### config.mk
export PLATFORM = sky130hd
export DESIGN_NAME = uart_tx_arbiter
export DESIGN_NICKNAME = d
export VERILOG_FILES = /design/src/rtl/uart_tx_arbiter.sv
export SDC_FILE = /design/constraint.sdc
export NUM_CORES = 1
export LEC_CHECK = 0
export ABC_AREA = 1
export BUFFER_PORTS_ARGS = -buffer_cell sky130_fd_sc_hd__buf_2
export CORE_MARGIN = 2
export CORE_UTILIZATION = 48
export DETAILED_ROUTE_END_ITERATION = 10
export PLACE_DENSITY = 0.8
export SYNTH_ARGS = -nofsm -noshare
export SYNTH_HDL_FRONTEND = slang
export SYNTH_SLANG_ARGS = --single-unit
### constraint.sdc
create_clock -name clk -period 2.6 [get_ports clk]
set_clock_uncertainty 0.2 [all_clocks]
set_input_delay 0.13 -clock clk [delete_from_list [all_inputs] [get_ports clk]]
set_output_delay 0.13 -clock clk [all_outputs]
set_load 0.01 [all_outputs]
### src/rtl/uart_tx_arbiter.sv
// uart_tx_arbiter
// Round-robin sharing of a single UART transmitter between N byte producers.
// A granted byte is latched, issued as a one-cycle tx_req, and no new grant is
// made until the transmitter has gone busy and returned to idle.
//
// state     | meaning
// ----------+-----------------------------------------------------------------
// S_IDLE    | waiting for tx_ready=1 and a request; grant and latch on one edge
// S_ISSUE   | ack pulse visible; next edge raises tx_req
// S_WAIT_LO | tx_req pulse visible, then waiting for tx_ready=0 (byte taken)
// S_WAIT_HI | transmitter sending; waiting for tx_ready=1 before re-granting
module uart_tx_arbiter #(
    parameter int N   = 4,
    parameter int IDW = 2
) (
    input  logic             clk,
    input  logic             rst_n,
    input  logic [N-1:0]     req,
    input  logic [N*8-1:0]   data,
    output logic [N-1:0]     ack,
    output logic [7:0]       tx_data,
    output logic             tx_req,
    input  logic             tx_ready,
    output logic             busy,
    output logic [IDW-1:0]   grant_id
);

    typedef enum logic [1:0] {
        S_IDLE    = 2'd0,
        S_ISSUE   = 2'd1,
        S_WAIT_LO = 2'd2,
        S_WAIT_HI = 2'd3
    } state_t;

    state_t         r_state;
    state_t         w_state_nxt;

    logic [IDW-1:0] r_last;
    logic [IDW-1:0] w_last_nxt;
    logic [IDW-1:0] r_grant_id;
    logic [IDW-1:0] w_grant_id_nxt;
    logic [N-1:0]   r_ack;
    logic [N-1:0]   w_ack_nxt;
    logic [7:0]     r_tx_data;
    logic [7:0]     w_tx_data_nxt;
    logic           r_tx_req;
    logic           w_tx_req_nxt;
    logic           r_busy;

    logic [IDW-1:0] w_idx;
    logic [IDW-1:0] w_win;
    logic           w_found;

    // Round-robin search: first requesting index after r_last, wrapping N-1 -> 0.
    always_comb begin
        w_found = 1'b0;
        w_win   = '0;
        w_idx   = r_last;
        for (int k = 0; k < N; k++) begin
            w_idx = (w_idx == IDW'(N - 1)) ? '0 : w_idx + 1'b1;
            if (!w_found && req[w_idx]) begin
                w_found = 1'b1;
                w_win   = w_idx;
            end
        end
    end

    // Next-state and next-output decode; registers hold unless a state acts.
    always_comb begin
        w_state_nxt    = r_state;
        w_last_nxt     = r_last;
        w_grant_id_nxt = r_grant_id;
        w_tx_data_nxt  = r_tx_data;
        w_ack_nxt      = '0;
        w_tx_req_nxt   = 1'b0;
        case (r_state)
            S_IDLE: begin
                if (tx_ready && w_found) begin
                    w_tx_data_nxt        = data[{w_win, 3'b000} +: 8];
                    w_ack_nxt[w_win]     = 1'b1;
                    w_grant_id_nxt       = w_win;
                    w_last_nxt           = w_win;
                    w_state_nxt          = S_ISSUE;
                end
            end
            S_ISSUE: begin
                w_tx_req_nxt = 1'b1;
                w_state_nxt  = S_WAIT_LO;
            end
            S_WAIT_LO: begin
                if (!tx_ready) begin
                    w_state_nxt = S_WAIT_HI;
                end
            end
            S_WAIT_HI: begin
                if (tx_ready) begin
                    w_state_nxt = S_IDLE;
                end
            end
            default: begin
                w_state_nxt = S_IDLE;
            end
        endcase
    end

    // State and output registers. Reset drops any latched byte but cannot
    // stop a transmitter that is already sending.
    always_ff @(posedge clk) begin
        if (!rst_n) begin
            r_state    <= S_IDLE;
            r_last     <= IDW'(N - 1);
            r_grant_id <= '0;
            r_tx_data  <= 8'h00;
            r_ack      <= '0;
            r_tx_req   <= 1'b0;
            r_busy     <= 1'b0;
        end else begin
            r_state    <= w_state_nxt;
            r_last     <= w_last_nxt;
            r_grant_id <= w_grant_id_nxt;
            r_tx_data  <= w_tx_data_nxt;
            r_ack      <= w_ack_nxt;
            r_tx_req   <= w_tx_req_nxt;
            r_busy     <= (w_state_nxt != S_IDLE);
        end
    end

    assign ack      = r_ack;
    assign tx_data  = r_tx_data;
    assign tx_req   = r_tx_req;
    assign busy     = r_busy;
    assign grant_id = r_grant_id;

endmodule
==> flow_summary_export.csv, run 1 <==
group,metric,value,unit
yosys,ys_seq_area_frac,0.284,
yosys,yosysTopAreaCellShare,0.284,
global_route,grt_usage,0.225,
global_route,grt_pass1_vias,1513,
floorplan,core_area,2780,µm²
clock_tree,clk_pin_slew,0.10,ns
job,maxCapViolCount,0,
timing,hold_slack,0.0258,ns
final_layout,final-seq-area,402,µm²
placement,dp_slack,0.146,ns
yosys,syn_area,1410,µm²
final_layout,multi_input_area,880,µm²
placement,dp_hpwl,2.71,mm
yosys,synth_most_common_cell,"nand2_1",
worst_setup_path,cp.arrival,2.45,ns
clock_tree,cts_buffers,3,
route,viasPerCell,5.12,
yosys,synth_top_area_cell,"dfxtp_1",
worst_setup_path,crit_chain,"ha_1 -> inv_2 -> nand2_1 -> nand2_2 -> nand2_1 -> nand2_1 -> nand4_4 -> nand3_2 -> inv_2 -> nand2_2 -> nor3_1",
floorplan,io_pins,55,
yosys,ys_seq_elements,20,
yosys,synthArstFlopShare,0,
floorplan,fp.dieW,58.2,µm
yosys,ys_types,27,
placement,portBuffers,54,
yosys,synth.top_cells.by_count,"nand2_1 (85), dfxtp_1 (20), inv_1 (19), nor2_1 (19), nand4_1 (16)",
floorplan,dieArea,3380,µm²
clock_tree,htree_levels,1,
global_route,grt-ovfl-total,0,
hold_path,hold_path.class,"input pin to flop",
timing,hold_viol,0,
outcome,status,"completed",
clock_tree,clk_path_buf_depth,2,
power_and_ir_drop,total_power,1.69,mW
worst_setup_path,cp_top_family,"simple AND/OR/NAND/NOR gates",
placement,post_dp_cell_area,1690,µm²
power_and_ir_drop,cellPowerDensity,957,nW/µm²
yosys,synth_edf_count,0,
yosys,avgSynthCellArea,6.23,µm²
yosys,synthCells,226,
final_layout,fillers,275,
floorplan,rows,19,
timing,rsz0062_at_grt,"true",
timing,period_needed,2.45,ns
final_layout,drive_above_1_share,0.326,
timing,layout_setup_ws,0.154,ns
clock_tree,clock_latency,0.29,ns
final_layout,antenna_cells_inserted,0,
clock_tree,cts-root-buf,"clkbuf_4",
timing,fin_crit_sh,0.941,
final_layout,area_growth,25.4,%
worst_setup_path,cp-start-kind,"flop",
worst_setup_path,timing.critical_path.buf_inv,2,
global_route,antenna_found_initial,0,
yosys,synth_ff_type,"dfxtp_1",
worst_setup_path,max_stage_delay,0.40,ns
worst_setup_path,crit_top_cell,"nand2_1",
route,drt-pass1-iter-count,4,
route,vias,1603,
worst_setup_path,cp-end-kind,"flop",
power_and_ir_drop,p_leak,1.01,nW
yosys,synth_area_leaders,"dfxtp_1 (28%), nand2_1 (23%), nand4_1 (7.1%), nand2_2 (5.8%), inv_1 (5.1%)",
timing,maxSlewHeadroom,0.706,
worst_setup_path,cp.required,2.61,ns
route,ant_nets,0,
timing,slew_viol_final,0,
timing,tightest_slew,0.441,ns
final_layout,postLayoutCellArea,1770,µm²
route,detail_route.wirelength,3.51,mm
worst_setup_path,cp_slowest_cell,"ha_1",
yosys,yosys_warnings,0,
final_layout,final_nets,323,
timing,setup_violations,0,
floorplan,initial_core_util,0.507,
timing,max_freq,0.409,GHz
clock_tree,cts_sinks,20,
route,wl_per_cell,11.2,µm
clock_tree,cts_tree,"built",
power_and_ir_drop,ir_drop,750,µV
worst_setup_path,critical_path.max_fanout,20,
route,drt_iter0_markers,41,
yosys,synth_nets,266,
route,drc,0,
global_route,grt_pass1_wl,6.07,mm
floorplan,fp.dieH,58.2,µm
global_route,grt_max_degree,21,
worst_setup_path,critPathKind,"flop to flop",
placement,globalplace.congestion,0.853,
## worst paths after layout
path / start / to / slack [ns] / cells after the start
worst min register to register: grant_id[0] / grant_id[0] / 0.29 / 2
worst max-delay path: r_last[0] / ack[0] / 0.15 / 11
worst min-delay path: data[23] / tx_data[7] / 0.03 / 7
worst max register to register: r_last[0] / ack[0] / 0.15 / 11
## layout make-up
class | instances | area share
clock buffer | 4 | 0.0205
inverter | 24 | 0.0510
multi-input combinational | 174 | 0.498
sequential | 20 | 0.227
tap | 31 | 0.0220
timing repair buffer | 60 | 0.181
## through the flow
step	util	cells	setup TNS, ns
after floorplan	-	226	0
after global placement	0.606	306	0
after detailed placement	0.606	306	0
after CTS	0.627	312	0
after global routing	0.635	313	-0.0181
final	0.635	313	0
## cell families (layout without fill, tap and decap cells)
logic type,Yosys count,count (layout),synth area share
buffers and inverters,32,88,0.102
adder cells (fa/ha/maj),1,1,0.00888
AO/OA/AOI/OAI,12,12,0.0506
AND/OR/NAND/NOR,161,161,0.554
flip-flops,20,20,0.284
## layer usage
layer	GRT usage	part of all wire	vias up
met4	0.0299	0.0074	0
met1	0.268	0.42	720
li1	-	-	838
met3	0.0446	0.045	4
met5	0	0	-
met2	0.424	0.53	41
## worst reg2reg max path: stages, from the launching register on
cell and delay [ns]:
dfxtp_2 0.36, ha_1 0.40, inv_2 0.11, nand2_1 0.09
nand2_2 0.10, nand2_1 0.07, nand2_1 0.09, nand4_4 0.13
nand3_2 0.14, inv_2 0.29, nand2_2 0.14, nor3_1 0.24
## report_power, final
group	total, mW	switching [mW]	internal, mW	leakage [nW]
clock network	0.173	0.0875	0.0853	0.0210
registers	0.407	0.0342	0.373	0.164
logic	1.11	0.731	0.380	0.821
## timing repair
item | in CTS | in global routing
setup endpoints to repair | 0 | 11
gates resized for setup | 0 | 4
hold buffers | 2 | 0
buffers inserted | 0 | 1
hold endpoints to repair | 7 | 0
## flip-flops by register name, indices dropped and copies added (netlist names)
signal,flops
busy,1
r_last,2
tx_req,1
tx_data,8
grant_id,2
ack,4
r_state,2
## layout by cell type (no fill, tap or decap), types with 2 or more instances in the layout
cell type	synthesis	layout
inv_2	5	5
nand4_1	16	16
nand3_2	3	3
dlygate4sd3_1	0	2
nand3_1	14	14
buf_2	4	54
nand2_4	3	3
inv_1	19	19
nor2_4	1	2
buf_4	2	4
dfxtp_1	20	19
nor3_1	5	5
nor2_1	19	18
nand2_1	85	85
nand2_2	13	13
o21ai_0	2	2
a21oi_1	4	4
clkbuf_4	0	3
Note: power is estimated with default switching activity, not from simulation.
==> inputs of run 2 (changes only) <==
--- a/config.mk
+++ b/config.mk
@@ -7,8 +7,11 @@
 export LEC_CHECK = 0
 export ABC_AREA = 1
 export BUFFER_PORTS_ARGS = -buffer_cell sky130_fd_sc_hd__buf_2
+export CELL_PAD_IN_SITES_DETAIL_PLACEMENT = 0
+export CELL_PAD_IN_SITES_GLOBAL_PLACEMENT = 1
 export CORE_MARGIN = 2
-export CORE_UTILIZATION = 48
+export CORE_UTILIZATION = 32
+export CTS_CLUSTER_SIZE = 40
 export DETAILED_ROUTE_END_ITERATION = 10
 export PLACE_DENSITY = 0.8
 export SYNTH_ARGS = -nofsm -noshare
==> run 2 against run 1 <==
  * Cell area increased by 3.2%
  * Critical endpoint is now tx_data[5]
  * Combinational power about the same
  * Fmax increased by 3.7%
  * Critical path type unchanged
==> flow_summary_export.csv, run 2 (synthesis gave the netlist of run 1 again) <==
group,metric,value,unit
timing,tightest_slew,0.447,ns
timing,slew_viol_final,0,
power_and_ir_drop,p_leak,1.03,nW
power_and_ir_drop,cellPowerDensity,947,nW/µm²
hold_path,hold_depth,4,
clock_tree,cts_buffers,3,
worst_setup_path,crit_chain,"ha_2 -> nor2_4 -> clkbuf_2 -> nand2_1 -> nand2_1 -> nand2_1 -> nand2_4 -> nand2_1 -> inv_1 -> nand3_2 -> nor2_1 -> a21oi_2 -> buf_4 -> nand2_1 -> nand3_1 -> nand2_1 -> inv_1",
final_layout,largest_reg_flops,8,
final_layout,final_cell_mix,"nand2_1 (85), buf_2 (54), inv_1 (19), nor2_1 (19), dfxtp_1 (19)",
global_route,grt_pass1_vias,1425,
worst_setup_path,r2r_start,"r_last[0]",
timing,rsz0062_at_grt,"false",
worst_setup_path,max_stage_delay,0.35,ns
clock_tree,cts-root-buf,"clkbuf_8",
outcome,status,"completed",
clock_tree,clk_pin_slew,0.07,ns
worst_setup_path,cp.arrival,2.31,ns
timing,period_needed,2.36,ns
worst_setup_path,reg2reg_setup_slack,0.24,ns
worst_setup_path,cp.required,2.55,ns
power_and_ir_drop,p_int,0.883,mW
route,drt-pass1-iter-count,4,
power_and_ir_drop,total_power,1.73,mW
timing,hold_slack,0.00437,ns
floorplan,rows,24,
route,wl_per_cell,10.8,µm
final_layout,fillers,485,
timing,setup_violations,0,
hold_path,min_to,"r_state[0]",
route,drt_iter0_markers,55,
final_layout,area_growth,29.4,%
clock_tree,cts_sinks,20,
timing,max_freq,0.424,GHz
worst_setup_path,crit_top_cell,"nand2_1",
route,vias,1587,
final_layout,layout_commonest_cell,"nand2_1",
worst_setup_path,cp.depth,17,
route,ant_nets,0,
floorplan,fp.dieH,70.4,µm
worst_setup_path,r2r_cells,17,
floorplan,fp.dieW,70.4,µm
final_layout,final_nets,327,
route,viasPerCell,4.71,
timing,setup_tns,0,ns
clock_tree,clock_latency,0.25,ns
floorplan,dieArea,4950,µm²
timing,hold_viol,0,
clock_tree,htree_levels,1,
final_layout,multi_input_area,867,µm²
timing,maxSlewHeadroom,0.702,
worst_setup_path,cp-end-kind,"flop",
worst_setup_path,critPathKind,"flop to flop",
global_route,grt_usage,0.150,
job,maxCapViolCount,0,
hold_path,worstHoldStart,"tx_ready",
global_route,grt_max_degree,21,
global_route,antenna_found_initial,0,
worst_setup_path,cp-start-kind,"flop",
power_and_ir_drop,clkPwrFrac,0.111,
final_layout,finalCoreUtilization,0.425,
worst_setup_path,reg2reg_to,"tx_data[5]",
floorplan,io_pins,55,
clock_tree,clk_path_buf_depth,2,
placement,portBuffers,54,
global_route,grt_pass1_wl,6.18,mm
floorplan,core_area,4290,µm²
power_and_ir_drop,power_frac_comb,0.652,
final_layout,final-seq-area,402,µm²
route,drc,0,
hold_path,hold_path.class,"input pin to flop",
global_route,grt-ovfl-total,0,
worst_setup_path,cp_top_family,"simple AND/OR/NAND/NOR gates",
floorplan,initial_core_util,0.328,
worst_setup_path,timing.critical_path.buf_inv,4,
final_layout,antenna_cells_inserted,0,
clock_tree,cts_tree,"built",
final_layout,drive_above_1_share,0.337,
worst_setup_path,critical_path.max_fanout,11,
route,detail_route.wirelength,3.63,mm
placement,dp_hpwl,2.82,mm
power_and_ir_drop,ir_drop,323,µV
timing,fin_crit_sh,0.908,
power_and_ir_drop,switching_share,0.489,
placement,globalplace.congestion,0.808,
power_and_ir_drop,pwr-share-seq,0.237,
power_and_ir_drop,p_switching,0.844,mW
worst_setup_path,cp_slowest_cell,"dfxtp_2",
run 2: how the worst max path moves through the flow:
stage / startpoint / end / slack (ns)
6_report: r_last[0] / tx_data[5] / 0.24
5_1_grt: r_last[0] / tx_data[4] / 0.007
4_1_cts: r_last[0] / tx_data[5] / 0.18
3_5_place_dp: r_last[0] / tx_data[5] / 0.19
3_3_place_gp: r_last[0] / ack[3] / 0.20
2_1_floorplan: r_last[0] / tx_data[4] / 0.41
run 2: through the flow:
stage | area, µm² | setup WS, ns | cells
after detailed placement | 1730 | 0.194 | 329
after global routing | 1820 | 0.00712 | 337
after global placement | 1730 | 0.201 | 329
final | 1820 | 0.240 | 337
after CTS | 1780 | 0.180 | 333
after floorplan | 1410 | 0.405 | 226
run 2: metal layers:
layer / global-route usage / share of wire / up-vias / routed length [µm]
met5: 0 / 0 / - / 0
met4: 0.0321 / 0.0061 / 0 / 22
met3: 0.0188 / 0.052 / 2 / 189
met2: 0.264 / 0.46 / 55 / 1690
met1: 0.196 / 0.48 / 685 / 1730
li1: - / - / 845 / -
run 2: cell type report:
class                   instances  area share
inverters                      24      0.0494
repair buffers                 64       0.196
multi-input cells             174       0.476
clock buffers                   3      0.0226
well taps                      52      0.0357
flip-flops and latches         20       0.220
run 2: what timing repair did:
| action | in CTS | in global routing |
|---|---|---|
| hold buffers | 1 | 0 |
| buffers inserted | 0 | 4 |
| hold endpoints to repair | 1 | 0 |
| resized for setup | 0 | 2 |
| endpoints found under the setup margin | 0 | 9 |
run 2: power groups by stage:
| stage | Clock, mW | Combinational, mW | Sequential (mW) |
|---|---|---|---|
| 2_1_floorplan | 0 | 0.838 | 0.438 |
| 3_5_place_dp | 0 | 1.09 | 0.417 |
| 5_1_grt | 0.215 | 1.28 | 0.417 |
| 4_1_cts | 0.198 | 1.10 | 0.410 |
| 6_report | 0.192 | 1.13 | 0.409 |
| 3_3_place_gp | 0 | 1.09 | 0.415 |
run 2: worst register-to-register path, stage by stage (launching register included):
cell	delay, ns
dfxtp_2	0.35
ha_2	0.22
nor2_4	0.14
clkbuf_2	0.18
nand2_1	0.06
nand2_1	0.08
nand2_1	0.08
nand2_4	0.09
nand2_1	0.07
inv_1	0.07
nand3_2	0.08
nor2_1	0.17
a21oi_2	0.04
buf_4	0.17
nand2_1	0.07
nand3_1	0.09
nand2_1	0.08
inv_1	0.03
